$ cat src/rtl/ecall_pkg.sv
// Shared CPU package for the ecall I/O unit.
// Holds the ecall service numbers and the state encoding of the ecall FSM.
package ecall_pkg;

   localparam logic [31:0] SVC_PRINT  = 32'd1;
   localparam logic [31:0] SVC_READ_U = 32'd5;
   localparam logic [31:0] SVC_READ_S = 32'd6;
   localparam logic [31:0] SVC_EXIT   = 32'd10;

   typedef enum logic [2:0] {
      ST_IDLE       = 3'd0,
      ST_WAIT_REL   = 3'd1,
      ST_WAIT_PRESS = 3'd2,
      ST_DONE       = 3'd3,
      ST_HALT       = 3'd4
   } ecall_state_t;

endpackage

$ cat src/rtl/btn_debounce.sv
// Button conditioner: 2-flop synchroniser, stability counter and a registered rising-edge pulse.
// Rises are suppressed until the button has been seen released after reset.
module btn_debounce #(
   parameter int DEBOUNCE_CYCLES = 16
) (
   input  logic clk,
   input  logic rst,
   input  logic i_btn,
   output logic o_level,
   output logic o_rise
);

   localparam int CNT_W = (DEBOUNCE_CYCLES < 2) ? 1 : $clog2(DEBOUNCE_CYCLES + 1);
   localparam logic [CNT_W-1:0] CNT_LAST = CNT_W'(DEBOUNCE_CYCLES - 1);

   logic             r_sync1;
   logic             r_sync2;
   logic [1:0]       r_vld;
   logic             r_level;
   logic             r_rise;
   logic             r_armed;
   logic [CNT_W-1:0] r_cnt;
   logic [CNT_W-1:0] r_low_cnt;

   always_ff @(posedge clk) begin
      if (rst) begin
         r_sync1   <= 1'b0;
         r_sync2   <= 1'b0;
         r_vld     <= 2'b00;
         r_level   <= 1'b0;
         r_rise    <= 1'b0;
         r_armed   <= 1'b0;
         r_cnt     <= '0;
         r_low_cnt <= '0;
      end else begin
         r_sync1 <= i_btn;
         r_sync2 <= r_sync1;
         r_vld   <= {r_vld[0], 1'b1};
         r_rise  <= 1'b0;
         // The counter stops at CNT_LAST because reaching it flips the level and clears it.
         if (r_sync2 == r_level) begin
            r_cnt <= '0;
         end else if (r_cnt == CNT_LAST) begin
            r_level <= r_sync2;
            r_cnt   <= '0;
            r_rise  <= r_sync2 & r_armed;
         end else begin
            r_cnt <= r_cnt + 1'b1;
         end
         // A press already held across reset must be released (stably) before any rise counts.
         if (!r_armed) begin
            if (r_vld[1] && !r_sync2) begin
               if (r_low_cnt == CNT_LAST) r_armed <= 1'b1;
               else                       r_low_cnt <= r_low_cnt + 1'b1;
            end else begin
               r_low_cnt <= '0;
            end
         end
      end
   end

   assign o_level = r_level;
   assign o_rise  = r_rise;

endmodule

$ cat src/rtl/ecall_io_unit.sv
// Ecall I/O unit: services print, read (unsigned/signed) and exit ecalls from EX.
// Reads wait for the button to be released and then freshly pressed.
module ecall_io_unit
   import ecall_pkg::*;
#(
   parameter int SW_W            = 8,
   parameter int DEBOUNCE_CYCLES = 16
) (
   input  logic            clk,
   input  logic            rst,
   input  logic            ecall,
   input  logic [31:0]     a0,
   input  logic [31:0]     a7,
   input  logic [SW_W-1:0] switches,
   input  logic            button,
   output logic            ecall_done,
   output logic            ecall_write,
   output logic [31:0]     ecall_result,
   output logic            ecall_wait,
   output logic            input_wait,
   output logic [31:0]     seg_data,
   output logic            halted
);

   ecall_state_t r_state;
   logic [31:0]  r_a7;
   logic         r_done;
   logic         r_write;
   logic [31:0]  r_result;
   logic [31:0]  r_seg;
   logic         r_ecall_wait;
   logic         r_input_wait;
   logic         r_halted;

   logic         w_btn_level;
   logic         w_btn_rise;
   logic [31:0]  w_zext;
   logic [31:0]  w_sext;

   btn_debounce #(
      .DEBOUNCE_CYCLES(DEBOUNCE_CYCLES)
   ) u_btn (
      .clk    (clk),
      .rst    (rst),
      .i_btn  (button),
      .o_level(w_btn_level),
      .o_rise (w_btn_rise)
   );

   generate
      if (SW_W == 32) begin : g_full
         assign w_zext = switches;
         assign w_sext = switches;
      end else begin : g_ext
         assign w_zext = {{(32-SW_W){1'b0}}, switches};
         assign w_sext = {{(32-SW_W){switches[SW_W-1]}}, switches};
      end
   endgenerate

   always_ff @(posedge clk) begin
      if (rst) begin
         r_state      <= ST_IDLE;
         r_a7         <= '0;
         r_done       <= 1'b0;
         r_write      <= 1'b0;
         r_result     <= '0;
         r_seg        <= '0;
         r_ecall_wait <= 1'b0;
         r_input_wait <= 1'b0;
         r_halted     <= 1'b0;
      end else begin
         r_done  <= 1'b0;
         r_write <= 1'b0;
         case (r_state)
            ST_IDLE: begin
               if (ecall) begin
                  r_a7 <= a7;
                  case (a7)
                     SVC_PRINT: begin
                        r_seg        <= a0;
                        r_state      <= ST_DONE;
                        r_done       <= 1'b1;
                        r_ecall_wait <= 1'b1;
                     end
                     SVC_READ_U, SVC_READ_S: begin
                        r_state      <= ST_WAIT_REL;
                        r_ecall_wait <= 1'b1;
                        r_input_wait <= 1'b1;
                     end
                     SVC_EXIT: begin
                        r_state  <= ST_HALT;
                        r_halted <= 1'b1;
                     end
                     default: begin
                        r_state      <= ST_DONE;
                        r_done       <= 1'b1;
                        r_ecall_wait <= 1'b1;
                     end
                  endcase
               end
            end
            ST_WAIT_REL: begin
               if (!w_btn_level) r_state <= ST_WAIT_PRESS;
            end
            ST_WAIT_PRESS: begin
               if (w_btn_rise) begin
                  r_result     <= (r_a7 == SVC_READ_S) ? w_sext : w_zext;
                  r_state      <= ST_DONE;
                  r_done       <= 1'b1;
                  r_write      <= 1'b1;
                  r_input_wait <= 1'b0;
               end
            end
            ST_DONE: begin
               r_state      <= ST_IDLE;
               r_ecall_wait <= 1'b0;
            end
            ST_HALT: begin
               r_state <= ST_HALT;
            end
            default: begin
               r_state      <= ST_IDLE;
               r_ecall_wait <= 1'b0;
               r_input_wait <= 1'b0;
            end
         endcase
      end
   end

   assign ecall_done   = r_done;
   assign ecall_write  = r_write;
   assign ecall_result = r_result;
   assign ecall_wait   = r_ecall_wait;
   assign input_wait   = r_input_wait;
   assign seg_data     = r_seg;
   assign halted       = r_halted;

endmodule

$ cat config.mk
export PLATFORM = sky130hd
export DESIGN_NAME = ecall_io_unit
export DESIGN_NICKNAME = d
export VERILOG_FILES = /design/src/rtl/ecall_pkg.sv /design/src/rtl/btn_debounce.sv /design/src/rtl/ecall_io_unit.sv
export SDC_FILE = /design/constraint.sdc
export NUM_CORES = 1
export LEC_CHECK = 0
export BUFFER_PORTS_ARGS = -buffer_cell sky130_fd_sc_hd__buf_2
export CORE_UTILIZATION = 39
export CTS_CLUSTER_SIZE = 8
export DETAILED_ROUTE_END_ITERATION = 12
export PLACE_DENSITY_LB_ADDON = 0.12
export SKIP_LAST_GASP = 1
export SLEW_MARGIN = 0
export SYNTH_ARGS = -nofsm -noshare
export SYNTH_HDL_FRONTEND = slang
export SYNTH_SLANG_ARGS = --single-unit
$ cat constraint.sdc
create_clock -name clk -period 1.7 [get_ports clk]
set_input_delay 0 -clock clk [delete_from_list [all_inputs] [get_ports clk]]
set_output_delay 0 -clock clk [all_outputs]
set_load 0.03 [all_outputs]
# After elaboration in Yosys (flattened, before gate mapping)
# Index checks and enable logic that the tools add are counted.
# W data, S select, Z words.
totals:
  regBits: 121
  inputBits: 76
  output_inout_bits: 69
  word_cells: 87
classes:
  addsub: 2
  eq_ne: 18
  n_mux: 23
  bitwise: 7
  n_reduce_logical: 19
op_table:
  columns: ["op", "n"]
  rows:
  - ["$eq A32 B3 Y1 const B", 3]
  - ["$eq A32 B1 Y1 const B", 1]
  - ["$eq A32 B4 Y1 const B", 1]
  - ["$mux W32", 1]
  - ["$reduce_or A3 Y1", 5]
  - ["$mux W1", 12]
  - ["$pmux W3 S4", 1]
  - ["$reduce_and A3 Y1", 4]
  - ["$add A5 B1 Y5 const B", 2]
  - ["$eq A5 B4 Y1 const B", 2]
  - ["$mux W5", 2]
  - ["$mux W3", 3]
  - ["$ne A2 B2 Y1 const B", 4]
  - ["$reduce_and A2 Y1", 4]
  - ["$eq A3 B2 Y1 const B", 2]
  - ["$not A1 Y1", 6]
  - ["$pmux W3 S2", 1]
  - ["$ne A2 B1 Y1 const B", 2]
  - ["$pmux W1 S2", 2]
  - ["$reduce_and A4 Y1", 1]
  - ["$reduce_or A2 Y1", 2]
  - ["$eq A3 B1 Y1 const B", 1]
  - ["$eq A3 B3 Y1 const B", 1]
  - ["$logic_not A3 Y1", 1]
  - ["5 further kinds", 5]

# Depth between registers and ports, before layout
depth:
  depth_word: 5
  depth_mapped: 7
  ltp_nobuf: 7

# Modules after synthesis
# From an unflattened synthesis, not the netlist that was laid out.
unflattened:
  cells_unflattened: 486
  area_unflattened_um2: 4147.7
modules_own_cells:
  columns: ["mod", "instances", "cells_per_inst", "area_per_inst_um2", "seq_area_each_um2"]
  rows:
  - ["ecall_io_unit", 1, 419, 3488.3, 1621.6]
  - ["btn_debounce", 1, 67, 659.4, 340.3]

# Worst setup path before layout
# No wires, ideal clock.
synth_path:
  path_type: "register to register"
  startpoint: "register r_state[2]"
  endpoint: "register r_seg[10] (netlist: seg_data[10])"
  t_arrival_ps: 1787
  required_time_ps: 1628
  setup_slack_ps: -159
  path_stages_with_launch: 7
  path_cell_list: "dfxtp_1 clkbuf_1 or3_1 buf_6 nor4_4 buf_6 mux2i_1"
synth_between:
  elab_chain_cells: 2
synth_rtl:
  columns: ["element", "line", "source"]
  rows:
  - ["start: declaration", "ecall_io_unit.sv:25", "ecall_state_t r_state;"]
  - ["start signal: assignment", "ecall_io_unit.sv:62", "r_state <= ST_IDLE;"]
  - ["start signal: assignment", "ecall_io_unit.sv:81", "r_state <= ST_DONE;"]
  - ["start signal: assignment", "ecall_io_unit.sv:86", "r_state <= ST_WAIT_REL;"]
  - ["$logic_not A3 Y1", "ecall_io_unit.sv:74", "case (r_state)"]
  - ["$reduce_and A3 Y1 (no line)", null, null]
  - ["end signal: assignment", "ecall_io_unit.sv:67", "r_seg <= '0;"]
  - ["end signal: assignment", "ecall_io_unit.sv:80", "r_seg <= a0;"]
  - ["end: declaration", "ecall_io_unit.sv:30", "logic [31:0] r_seg;"]
# No other way between the ends.
# A chain may end at the register's enable or synchronous reset.

# Final worst setup path
layout_path:
  startpoint: "register u_btn.r_low_cnt[0]"
  endpoint: "register u_btn.r_low_cnt[3]"
layout_between:
  elab_chain_cells: 3
  elab_cells_between_ends: 6
  cone_classes: "1 x add/sub; 2 x eq/ne; 2 x mux; 1 x reduce/logical"
layout_rtl:
  columns: ["element", "line", "source"]
  rows:
  - ["start: declaration", "btn_debounce.sv:23", "logic [CNT_W-1:0] r_low_cnt;"]
  - ["start signal: assignment", "btn_debounce.sv:54", "else r_low_cnt <= r_low_cnt + 1'b1;"]
  - ["$add A5 B1 Y5 or $eq A5 B4 Y1 (tied branches)", "btn_debounce.sv:54, btn_debounce.sv:53", null]
  - ["$mux W5 or $ne A2 B2 Y1 (tied branches)", null, null]
  - ["$mux W5 or $reduce_and A2 Y1 (tied branches)", null, null]
# Parallel ways exist; a longest one is shown, timed or not. The select of a mux whose other input is x is not followed.

==> results.md <==
Run status:
- The flow ran to the end, and the final reports show no timing, DRC or antenna violations.

Floorplan:
- The area of the core region is 9950 um^2.
- The floorplan row count is 36.
- The number of top-level design ports is 145.
- The overall die width is 104 um.
- The effective utilization at floorplan is 0.409.
- The die covers 10900 um^2.
- In this run the vertical extent of the chip is 104 um.

Synth:
- The synthesized design contains 98 register bits.
- The number of nets in the synthesized netlist is 560.
- By area the synthesized netlist is led by sky130_fd_sc_hd__dfxtp_1 48%, sky130_fd_sc_hd__nand2_1 14%, sky130_fd_sc_hd__mux2i_1 7.9%, sky130_fd_sc_hd__a21oi_1 6.5%, sky130_fd_sc_hd__buf_4 4.2%.
- After synthesis, the netlist uses 45 different library cells.
- The post-synthesis instance area is 4080 um^2.
- The cell count after synthesis is 480.
- The fraction of the mapped netlist area in compound gates is 0.0918.
- The share of synthesized area spent on multiplexers is 0.0786.
- The average instance in the mapped netlist occupies 8.49 um^2.
- The sequential share of the synthesized area is 0.481.
- The async set-or-reset flop fraction in the synthesized netlist is 0.
- The synthesized-area fraction occupied by xor and xnor cells is 0.00860.
- The largest family of logic cells by synthesized area is simple AND/OR/NAND/NOR gates.
- The number of warnings issued by yosys is 0.
- The top cell type by total area after synthesis is sky130_fd_sc_hd__dfxtp_1.
- In the synthesized netlist the dominant register cell turns out to be sky130_fd_sc_hd__dfxtp_1.
- Of the post-synthesis cell area, the dominant cell type holds 0.481.
- Yosys mapped a number of flops with a built-in enable equal to 0.
- The arithmetic-cell share of the synthesized area counting full adders, half adders and majority gates is 0.0123.
- Of the total synthesized cell area, the portion taken by AND, OR, NAND and NOR gates is 0.246.

Routing:
- The routed layout has 3857 vias.
- The iteration-0 DRC count of the detailed router is 141.
- Once detail routing completed, the nets flagged for antenna violations numbered 0.
- The mean number of vias per cell is 4.70.
- Summed over all layers, the routed wires come to 10500 um.
- The number of DRC violations after detailed routing is 0.
- The post-detailed-route wirelength per cell is 12.9 um.
- The number of detailed-routing iterations run before antenna repair is 4.

STA:
- The worst clock skew is 12.2 ps.
- The highest achievable clock rate is 616 MHz.
- Setup violations remaining at the end of the flow were counted as 0.
- At the pin with the least slew margin, the transition time is 532 ps.
- In the finished design, the share of the clock period the worst path needs comes to 0.955.
- The final number of hold-violating endpoints is 0.
- The worst slew slack as a fraction of its limit is 0.645.
- The shortest period the worst path allows is 1620 ps.
- The max-slew violation count was 0.
- Setup repair after global routing left no endpoint under its margin.

Worst setup path:
- The capturing element type of the critical path is a flip-flop.
- The reg-to-reg startpoint is u_btn.r_low_cnt[0]$_SDFFE_PP0P_.
- The category of cells accounting for the largest share of critical-path delay is simple AND/OR/NAND/NOR gates.
- The path length in cells of the critical path is 6.
- The data required time of the worst path is 2000 ps.
- The worst setup path is of the flip-flop to flip-flop kind.
- The critical path goes through ha_2 -> and3_1 -> ha_1 -> nand4b_1 -> or3_1 -> a21oi_1.
- The largest fanout on the critical path is 3.
- The capture point of the worst reg-to-reg path is u_btn.r_low_cnt[3]$_SDFFE_PP0P_.
- Data arrives at the worst endpoint at 1920 ps.
- The number of buffer and inverter instances along the worst setup path is 0.
- In this design, the stage delay of the slowest critical-path cell is 340 ps.
- The nature of the critical path startpoint is a flip-flop.
- For this design, the slowest cell found on the critical path is sky130_fd_sc_hd__dfxtp_2.
- For flop-to-flop paths, the worst setup slack is 80 ps.
- For the worst flop-to-flop path, the logic depth is 6.

Cells and area:
- Summing all non-filler instances in the final layout gives an area of 5940 um^2.
- The number of antenna cells inserted is 0.
- The number of nets in the layout is 762.
- The library cell used most frequently in the layout, excluding fill and tap cells, is sky130_fd_sc_hd__nand2_1.
- The final non-filler cell total is 820.
- The area added between synthesis and finish is 45.7%.
- The library cells used most frequently in the layout, excluding fill and tap cells, are 151 x sky130_fd_sc_hd__nand2_1, 142 x sky130_fd_sc_hd__buf_2, 96 x sky130_fd_sc_hd__dfxtp_1, 70 x sky130_fd_sc_hd__dlygate4sd3_1, 53 x sky130_fd_sc_hd__a21oi_1.
- The share of cells above drive strength 1 is 0.297.

Global route:
- In the global route stage, met2 resource usage came out at 0.324.
- The largest net degree at the start of global routing is 70.
- In the global route stage, met3 resource usage came out at 0.0401.
- The global router's overall resource usage is 0.194.
- The number of antenna violations at the first check in global routing was 0.
- The global route total overflow is 0.
- The busiest layer in global routing is met2.
- The via count of the first global-routing pass is 3715.
- The global routing met1 resource utilization is 0.244.
- The wire length of the first global-routing pass is 17000 um.

Clocking:
- The longest clock path from root to sink contains 2 buffers.
- The tree is rooted in a sky130_fd_sc_hd__clkbuf_8.
- For the worst-skew pair, the clock arrives at the later sink with an insertion delay of 360 ps.
- TritonCTS built the clock tree.
- Clock-pin slew was measured on the worst setup and hold paths at 100 ps.
- Clock tree synthesis inserted a total of 9 buffers.
- Counting every sink on the clock net gives 98.
- The H-tree generated during clock tree synthesis spans 3 levels.

Power and ir drop:
- In this run the static leakage power is 2.60 nW.
- Dividing total power by cell area gives a power density of 802 nW/um^2.
- IR analysis of the VDD net gives a maximum drop of 0.500 mV.

Placement:
- Detailed placement finished with a half-perimeter wire length of 6730 um.
- After detailed placement, the total cell area comes to 4870 um^2.
- At the end of routability-driven placement, the weighted congestion stood at 0.751.
- The total placed cells including tap cells is 731.
- The count of port buffers added during placement is 144.

Run:
- The number of max-capacitance violations reported is 0.

Hold path:
- The end of the worst hold path is r_a7[2]$_SDFFE_PP0P_.
- The worst hold path stage count is 4.
- The start point of the worst hold path is a7[2].
- The path class of the lowest-slack min-delay path is primary input to flip-flop.
==> power by group <==
part           switching, mW  internal (mW)  total [mW]
clock network          0.804           1.02        1.82
logic                  0.260          0.286       0.546
registers             0.0316           2.36        2.39
total                   1.10           3.66        4.76
==> through the flow <==
| step | setup slack, ps | setup TNS, ps | power [mW] | hold WS [ps] | utilization |
|---|---|---|---|---|---|
| after detailed placement | -70.6 | -1700 | 2.85 | 226 | 0.489 |
| final | 77.0 | 0 | 4.76 | 18.2 | 0.596 |
| after global placement | -39.8 | -1140 | 2.84 | 222 | 0.489 |
| after global routing | 9.18 | 0 | 4.96 | 25.2 | 0.596 |
| after CTS | 11.5 | 0 | 4.81 | 1.50 | 0.586 |
| after floorplan | -2.22 | -66.7 | 2.67 | 128 | - |
==> worst max-delay path by stage <==
stage	slack [ps]	end	startpoint
2_1_floorplan	-2	seg_data[10]$_SDFFE_PP0P_	r_state[2]$_SDFFE_PP0P_
3_3_place_gp	-40	seg_data[26]$_SDFFE_PP0P_	a7[2]
3_5_place_dp	-70	seg_data[3]$_SDFFE_PP0P_	a7[2]
4_1_cts	10	seg_data[3]$_SDFFE_PP0P_	r_state[0]$_SDFFE_PP0P_
5_1_grt	9	seg_data[28]$_SDFFE_PP0P_	a7[24]
6_report	80	u_btn.r_low_cnt[3]$_SDFFE_PP0P_	u_btn.r_low_cnt[0]$_SDFFE_PP0P_
==> worst register-to-register path: cells and delay by family, from the launching register on <==
family / cells / cell delay (ps)
flip-flops: 1 / 340
AND/OR/NAND/NOR: 3 / 710
adder cells (fa/ha/maj): 2 / 380
AO/OA/AOI/OAI: 1 / 140
==> layout make-up <==
class | count | area [um^2]
Inverter | 8 | 30.0
Tap cell | 133 | 166
Clock inverter | 6 | 111
Sequential cell | 98 | 1960
Timing Repair Buffer | 240 | 1680
Clock buffer | 10 | 138
Fill cell | 887 | 4020
Multi-Input combinational cell | 325 | 1850
==> flip-flops by register name, summed over array words and instances (netlist names), 2 cells and up <==
signal	flops
r_a7	32
seg_data	32
ecall_result	9
u_btn.r_cnt	5
u_btn.r_low_cnt	5
r_state	3
u_btn.r_vld	2
==> kinds of logic (layout without fill, tap and decap cells) <==
family | count (synthesis) | count (layout)
XOR/XNOR | 4 | 4
AO/OA/AOI/OAI | 69 | 69
AND/OR/NAND/NOR | 216 | 216
multiplexers | 32 | 32
adder cells (fa/ha/maj) | 4 | 4
buffers and inverters | 57 | 264
flip-flops | 98 | 98
==> per-layer routing <==
metal	share of wire	wire, um	vias up
met4	0.014	144	0
met1	0.46	4870	1758
met5	0	0	-
li1	-	-	1982
met3	0.050	524	11
met2	0.47	5010	106
==> what timing repair did <==
| item | CTS | global route |
|---|---|---|
| gates resized for setup | 2 | 15 |
| pin swaps | 0 | 4 |
| hold endpoints to repair | 76 | 0 |
| setup buffers | 0 | 2 |
| hold buffers | 71 | 0 |
| setup endpoints to repair | 1 | 39 |
| cloned | 0 | 2 |
==> cells in the mapped netlist (2+ instances only) <==
library cell,instances
sky130_fd_sc_hd__nand4_1,4
sky130_fd_sc_hd__o21ai_0,5
sky130_fd_sc_hd__nor4_1,10
sky130_fd_sc_hd__clkbuf_1,20
sky130_fd_sc_hd__mux2i_1,32
sky130_fd_sc_hd__xnor2_1,2
sky130_fd_sc_hd__or3_1,4
sky130_fd_sc_hd__dfxtp_1,98
sky130_fd_sc_hd__a21oi_1,53
sky130_fd_sc_hd__nand2b_1,3
sky130_fd_sc_hd__nor2_1,14
sky130_fd_sc_hd__ha_1,4
sky130_fd_sc_hd__nand3b_1,2
sky130_fd_sc_hd__and3_1,3
sky130_fd_sc_hd__nor3_1,5
sky130_fd_sc_hd__o31ai_1,2
sky130_fd_sc_hd__buf_6,4
sky130_fd_sc_hd__inv_1,7
sky130_fd_sc_hd__nand2_1,151
sky130_fd_sc_hd__buf_4,23
sky130_fd_sc_hd__xor2_1,2
sky130_fd_sc_hd__nor4b_1,4
sky130_fd_sc_hd__o21a_1,2
sky130_fd_sc_hd__buf_1,2
sky130_fd_sc_hd__nor2b_1,4
No activity file was read; power rests on OpenSTA's default activity.
